[src/rtl/bank_htu_req_arb_if.sv]
// Requester-side valid/ready bundle for the bank HTU request arbiter.
// Requester i owns bit i of valid/ready and address bits [32*i+31:32*i].
`timescale 1ns/1ps
interface bank_htu_req_arb_if #(
  parameter int NUM_REQ = 4
);
  logic [NUM_REQ-1:0]    req_valid_i;
  logic [NUM_REQ-1:0]    req_ready_o;
  logic [NUM_REQ*32-1:0] req_addr_i;

  modport master (
    output req_valid_i,
    output req_addr_i,
    input  req_ready_o
  );

  modport slave (
    input  req_valid_i,
    input  req_addr_i,
    output req_ready_o
  );
endinterface

[src/rtl/bank_htu_req_arb.sv]
// Round-robin HTU lookup arbiter with in-flight pipe and response tagging.
// Define BANK_HTU_ARB_SET_HAZARD_EN to block same-set lookups in flight.
`timescale 1ns/1ps
module bank_htu_req_arb #(
  parameter int NUM_REQ = 4,
  parameter int LAT     = 2,
  parameter int ID_W    = $clog2(NUM_REQ)
) (
  input  logic               clk_i,
  input  logic               rst_i,
  bank_htu_req_arb_if.slave  req,
  input  logic               htu_stall_i,
  output logic               htu_valid_o,
  output logic [3:0]         htu_set_o,
  output logic [31:10]       htu_tag_o,
  output logic               htu_offset_o,
  input  logic               htu_rsp_valid_i,
  input  logic               htu_rsp_hit_i,
  input  logic [1:0]         htu_rsp_status_i,
  output logic               rsp_valid_o,
  output logic [ID_W-1:0]    rsp_id_o,
  output logic               rsp_hit_o,
  output logic [1:0]         rsp_status_o,
  output logic               err_o
);

  logic [ID_W-1:0]    rr_ptr_q, rr_ptr_d;
  logic [LAT:0]       vld_q, vld_d;
  logic [ID_W-1:0]    id_q [LAT+1];
  logic [3:0]         set0_q;
  logic [31:10]       tag0_q;
  logic               off0_q;
  logic               err_q, err_d;

  logic [NUM_REQ-1:0] hazard;
  logic [NUM_REQ-1:0] elig;
  logic [NUM_REQ-1:0] grant;
  logic               hs;
  logic [ID_W-1:0]    win_id;
  logic [31:0]        win_addr;
  logic [ID_W:0]      scan;
  logic [ID_W-1:0]    idx;
  logic               unused_addr;

`ifdef BANK_HTU_ARB_SET_HAZARD_EN
  // Set history for entries 1..LAT; entry 0 set lives in set0_q.
  logic [3:0] set_q [1:LAT];

  always_comb begin
    hazard = '0;
    for (int i = 0; i < NUM_REQ; i++) begin
      if (vld_q[0] &&
          req.req_addr_i[32*i+6 +: 4] == set0_q)
        hazard[i] = 1'b1;
      for (int k = 1; k <= LAT; k++) begin
        if (vld_q[k] &&
            req.req_addr_i[32*i+6 +: 4] == set_q[k])
          hazard[i] = 1'b1;
      end
    end
  end

  always_ff @(posedge clk_i or posedge rst_i) begin
    if (rst_i) begin
      for (int k = 1; k <= LAT; k++)
        set_q[k] <= '0;
    end else begin
      set_q[1] <= set0_q;
      for (int k = 2; k <= LAT; k++)
        set_q[k] <= set_q[k-1];
    end
  end
`else
  assign hazard = '0;
`endif

  assign elig = req.req_valid_i & ~hazard &
                {NUM_REQ{~htu_stall_i & ~rst_i}};

  // First eligible requester at or after rr_ptr wins.
  always_comb begin
    grant    = '0;
    win_id   = '0;
    win_addr = '0;
    hs       = 1'b0;
    scan     = '0;
    idx      = '0;
    for (int k = 0; k < NUM_REQ; k++) begin
      scan = {1'b0, rr_ptr_q} + (ID_W+1)'(k);
      if (scan >= (ID_W+1)'(NUM_REQ))
        scan = scan - (ID_W+1)'(NUM_REQ);
      idx = scan[ID_W-1:0];
      if (!hs && elig[idx]) begin
        hs         = 1'b1;
        grant[idx] = 1'b1;
        win_id     = idx;
        win_addr   = req.req_addr_i[32*idx +: 32];
      end
    end
  end

  assign req.req_ready_o = grant;
  assign unused_addr     = ^win_addr[4:0];

  always_comb begin
    rr_ptr_d = rr_ptr_q;
    if (hs) begin
      if (win_id == ID_W'(NUM_REQ-1))
        rr_ptr_d = '0;
      else
        rr_ptr_d = win_id + 1'b1;
    end
  end

  if (LAT > 1) begin : g_shift
    assign vld_d = {vld_q[LAT-1:0], hs};
  end else begin : g_shift1
    assign vld_d = {vld_q[0], hs};
  end

  assign err_d = err_q | (htu_rsp_valid_i != vld_q[LAT]);

  always_ff @(posedge clk_i or posedge rst_i) begin
    if (rst_i) begin
      rr_ptr_q <= '0;
      vld_q    <= '0;
      set0_q   <= '0;
      tag0_q   <= '0;
      off0_q   <= 1'b0;
      err_q    <= 1'b0;
      for (int k = 0; k <= LAT; k++)
        id_q[k] <= '0;
    end else begin
      rr_ptr_q <= rr_ptr_d;
      vld_q    <= vld_d;
      set0_q   <= win_addr[9:6];
      tag0_q   <= win_addr[31:10];
      off0_q   <= win_addr[5];
      err_q    <= err_d;
      id_q[0]  <= win_id;
      for (int k = 1; k <= LAT; k++)
        id_q[k] <= id_q[k-1];
    end
  end

  assign htu_valid_o  = vld_q[0];
  assign htu_set_o    = set0_q;
  assign htu_tag_o    = tag0_q;
  assign htu_offset_o = off0_q;

  assign rsp_valid_o  = htu_rsp_valid_i & vld_q[LAT];
  assign rsp_id_o     = id_q[LAT];
  assign rsp_hit_o    = rsp_valid_o & htu_rsp_hit_i;
  assign rsp_status_o = {2{rsp_valid_o}} & htu_rsp_status_i;

  // Mismatch shows the same cycle; held off while reset is asserted.
  assign err_o = ~rst_i & err_d;

endmodule

[src/flat_wrapper.sv]
// flat-port wrapper written by rule: the top's interface ports become plain ports
module bank_htu_req_arb_flat 
#(
  parameter int NUM_REQ = 4,
  parameter int LAT     = 2,
  parameter int ID_W    = $clog2(NUM_REQ)
)
  (clk_i, rst_i, htu_stall_i, htu_valid_o, htu_set_o, htu_tag_o, htu_offset_o, htu_rsp_valid_i, htu_rsp_hit_i, htu_rsp_status_i, rsp_valid_o, rsp_id_o, rsp_hit_o, rsp_status_o, err_o, req_req_valid_i, req_req_addr_i, req_req_ready_o);
  bank_htu_req_arb_if #(.NUM_REQ(NUM_REQ)) req_i ();
  input  logic clk_i;
  input  logic rst_i;
  input  logic htu_stall_i;
  output logic htu_valid_o;
  output logic [3:0] htu_set_o;
  output logic [31:10] htu_tag_o;
  output logic htu_offset_o;
  input  logic htu_rsp_valid_i;
  input  logic htu_rsp_hit_i;
  input  logic [1:0] htu_rsp_status_i;
  output logic rsp_valid_o;
  output logic [ID_W-1:0] rsp_id_o;
  output logic rsp_hit_o;
  output logic [1:0] rsp_status_o;
  output logic err_o;
  input wire logic [$bits(req_i.req_valid_i)-1:0] req_req_valid_i;
  input wire logic [$bits(req_i.req_addr_i)-1:0] req_req_addr_i;
  output wire logic [$bits(req_i.req_ready_o)-1:0] req_req_ready_o;
  assign req_i.req_valid_i = req_req_valid_i;
  assign req_i.req_addr_i = req_req_addr_i;
  assign req_req_ready_o = req_i.req_ready_o;
  bank_htu_req_arb #(.NUM_REQ(NUM_REQ), .LAT(LAT), .ID_W(ID_W)) u_core (.clk_i(clk_i), .rst_i(rst_i), .req(req_i), .htu_stall_i(htu_stall_i), .htu_valid_o(htu_valid_o), .htu_set_o(htu_set_o), .htu_tag_o(htu_tag_o), .htu_offset_o(htu_offset_o), .htu_rsp_valid_i(htu_rsp_valid_i), .htu_rsp_hit_i(htu_rsp_hit_i), .htu_rsp_status_i(htu_rsp_status_i), .rsp_valid_o(rsp_valid_o), .rsp_id_o(rsp_id_o), .rsp_hit_o(rsp_hit_o), .rsp_status_o(rsp_status_o), .err_o(err_o));
endmodule
[config.mk]
export PLATFORM = sky130hd
export DESIGN_NAME = bank_htu_req_arb_flat
export DESIGN_NICKNAME = d
export VERILOG_FILES = /design/src/rtl/bank_htu_req_arb_if.sv /design/src/rtl/bank_htu_req_arb.sv /design/src/flat_wrapper.sv
export SDC_FILE = /design/constraint.sdc
export NUM_CORES = 1
export LEC_CHECK = 0
export CELL_PAD_IN_SITES_DETAIL_PLACEMENT = 0
export CELL_PAD_IN_SITES_GLOBAL_PLACEMENT = 1
export CORE_MARGIN = 2
export CORE_UTILIZATION = 39
export DETAILED_ROUTE_END_ITERATION = 6
export PLACE_DENSITY = 0.95
export RECOVER_POWER = 25
export SETUP_SLACK_MARGIN = 0.3
export SYNTH_ARGS = -nofsm -noshare
export SYNTH_HDL_FRONTEND = slang
export SYNTH_SLANG_ARGS = --single-unit
export TNS_END_PERCENT = 1
[constraint.sdc]
create_clock -name clk_i -period 10.8 [get_ports clk_i]
set_clock_uncertainty 0.1 [all_clocks]
set_input_delay 3.24 -clock clk_i [delete_from_list [all_inputs] [get_ports clk_i]]
set_output_delay 3.24 -clock clk_i [all_outputs]
set_load 0.01 [all_outputs]
==> qor.yml <==
sta:
  setup_viol: 0
  tightest_slew_ns: 2.39
  finalMaxSlewViolations: 40
  grt_setup_unrepaired: "false"
  hold-worst-slack_ns: 0.247
  hold_violations: 0
  setup_ws_ns: 1.38
  layout_min_cycle_time_ns: 9.42
  fin_tns_setup_ns: 0
  post-route-period-util_pct: 87.2
  clock.fmax_mhz: 106
  relSlewSlack_pct: -59.5
power_and_ir_drop:
  internal-power_uw: 501
  power_frac_comb_pct: 56.5
  p_leak_uw: 0.00260
  p_sw_uw: 263
  p_per_area_mw_per_mm2: 113
  pwr-share-clk_pct: 19.3
  irDropWorstVdd_v: 0.0000821
  p_total_uw: 764
  seqPwrFrac_pct: 24.2
  netSwitchingFraction_pct: 34.5
synthesis:
  postSynthAreaPerCell_um2: 12.6
  synth_area_mm2: 0.00508
  ys_ff_latch: 39
  synth_top_family_by_area: "multiplexers"
  synth_fp_nets: 552
  synth.area.mux_share_pct: 49.1
  yosys.area_share.simple_pct: 7.76
  synthCells: 403
  synth_compound_area_share_pct: 15.3
  synthArstFlopShare_pct: 100
  ys.flop_type: "dfrtp_1"
  synth-seq-area-share_pct: 19.2
  synth.distinct_cells: 45
  synth_xor_area_share_pct: 0
  ys_warn_count: 0
  yosysTopAreaCellShare_pct: 42.1
  synth_most_common_cell: "mux4_2"
  yosys-top-cells-count: "mux4_2 (95), a22oi_1 (40), dfrtp_1 (39)"
  yosysTopAreaCell: "mux4_2"
  synth-edff-count: 0
  synthAdderAreaFrac_pct: 2.46
  synthTopCellsByArea: "mux4_2 (42%), dfrtp_1 (19%), a22oi_1 (5.9%)"
floorplanning:
  dieWidth_um: 118
  io_pins: 178
  die-area_mm2: 0.0140
  core_area_mm2: 0.0127
  initial_core_util_pct: 40.1
  die_height_um: 118
  rows: 41
hold_path:
  hold_path_class: "reg -> reg"
  hold_path_startpoint: "u_core.vld_q[1]"
  holdPathStages: 0
  whs_endpoint: "u_core.vld_q[2]"
routing:
  via_per_inst: 6.39
  drtPass1Iterations: 5
  postRouteWirelength_mm: 14.8
  vias: 4457
  drcViolationCount: 0
  first_iter_violations: 413
  ant_nets: 0
  wl_per_cell_um: 21.1
worst_setup_path:
  cp_data_required_time_ns: 7.46
  cp-startpoint: "req_req_valid_i[0]"
  path_cells: "clkdlybuf4s50_1, mux2_2, a22o_1, buf_4, nor2_4, a222oi_1, nand2_1, clkdlybuf4s50_1"
  reg2reg_to: "u_core.rr_ptr_q[0]"
  path_buf_inv: 3
  r2r.worst_path.cells: 12
  crit_path_top_delay_cell: "clkdlybuf4s50_1"
  r2r_slack_ns: 5.94
  cp_top_family: "buffers and inverters"
  crit_top_cell: "clkdlybuf4s50_1"
  start_kind: "primary input"
  worstSetupEndpointType: "output port"
  critPathMaxFanout: 19
  timing.rr.start: "u_core.rr_ptr_q[0]"
  worstPathArrival_ns: 6.08
  path_class: "in -> out"
  cpPeakStageDelay_ns: 0.58
cells_and_area:
  multi_input_area_mm2: 0.00380
  drive_gt1_share_pct: 25.7
  nets: 674
  antenna_cells_inserted: 0
  stdcell_area_mm2: 0.00678
  fillCellCount: 1054
  area_delta_synth_final_pct: 33.4
  seqCellArea_um2: 981
clock_tree:
  root_buffer: "clkbuf_16"
  cts_max_level: 2
  cts-resized-gates: 0
  cts_tree: "built"
  clk_pin_slew_worst_paths_ns: 0.06
  clk_latency_ns: 0.28
  cts.sinks: 39
  cts_made_buffers: 5
  post_cts_buffers: 0
  clockBufferDepth: 2
  hold_buffers: 0
run_status:
  violations: "max-capacitance violations, max-slew violations"
  outcome: "finished, violations left"
placed_design:
  place_hpwl_mm: 10.0
  gp_congestion: 0.822
  placed_area_mm2: 0.00664
  dp_slack_ns: 1.40
  port_buffers: 157
grt:
  antenna_found_initial: 0
  overflow: 0
  track_usage_pct: 21.1
  grt_pass1_vias: 4698
  grt_pass1_wl_mm: 24.0
  grt_max_degree: 78
flow_run:
  cap_violations: 1
[power by group through the flow]
stage | sequential, uW | combinational, uW | clock (uW)
floorplan | 190 | 288 | 0
global placement | 187 | 416 | 0
detailed placement | 188 | 433 | 0
CTS | 186 | 433 | 150
global route | 188 | 463 | 156
finish | 185 | 432 | 147
[per-layer routing]
metal  wire (um)  track usage (%)  vias to the layer above
li1            -                -                     1953
met1        5850             26.1                     2286
met3         861             3.25                       23
met5           0                0                        -
met2        7790             36.8                      195
met4         265             8.73                        0
[per-stage QoR]
stage	utilization, %	instances
2_1_floorplan	-	403
3_3_place_gp	52.4	690
3_5_place_dp	52.4	690
4_1_cts	53.5	698
5_1_grt	53.5	698
6_report	53.5	698
[sequential cells by signal, indices dropped and copies added (netlist names)]
name and cells:
u_core.htu_offset_o 1, u_core.err_q 1, u_core.id_q 4, u_core.htu_set_o 4, u_core.rsp_id_o 2, u_core.vld_q 3, u_core.htu_tag_o 22, u_core.rr_ptr_q 2
[worst register-to-register path, stage by stage, from the launching register on]
cell	delay (ns)
dfrtp_4	1.11
inv_2	0.24
ha_4	1.01
nor3b_1	0.34
a22oi_2	0.12
nor2_4	0.42
buf_4	0.42
nor3_1	0.12
a21oi_1	0.23
ha_1	0.21
or3_1	0.13
nor3_2	0.04
a221o_1	0.25
[cells by family (layout without fill, tap and decap cells)]
family	Yosys count	after routing
flip-flops	39	39
AO/OA/AOI/OAI	90	90
multiplexers	128	128
buffers and inverters	54	177
AND/OR/NAND/NOR	82	82
adder cells (fa/ha/maj)	10	10
[worst max path at each step]
stage,endpoint,slack (ns),depth (start not counted)
floorplan,req_req_ready_o[0],2.88,6
global placement,req_req_ready_o[1],1.43,8
detailed placement,req_req_ready_o[2],1.40,8
CTS,req_req_ready_o[2],1.40,8
global route,req_req_ready_o[1],1.29,8
finish,req_req_ready_o[2],1.38,8
[placed cells by master (no fill, tap or decap), types with 7 or more instances in the layout]
master	instances
a22oi_1	40
a221oi_2	9
clkdlybuf4s50_1	155
nand3_1	14
ha_1	9
nand2_1	27
dfrtp_1	37
buf_4	7
nor2_1	22
mux4_2	95
mux2_1	14
a21oi_1	17
mux2i_1	15
[cell type report]
cell class	instances	share of cell area, %
multi-input cells	310	56.1
flip-flops and latches	39	14.5
clock buffers	7	1.96
well taps	172	3.18
clock inverters	1	0.0739
repair buffers	165	24.0
inverters	4	0.222
(Power assumes the default switching activity.)
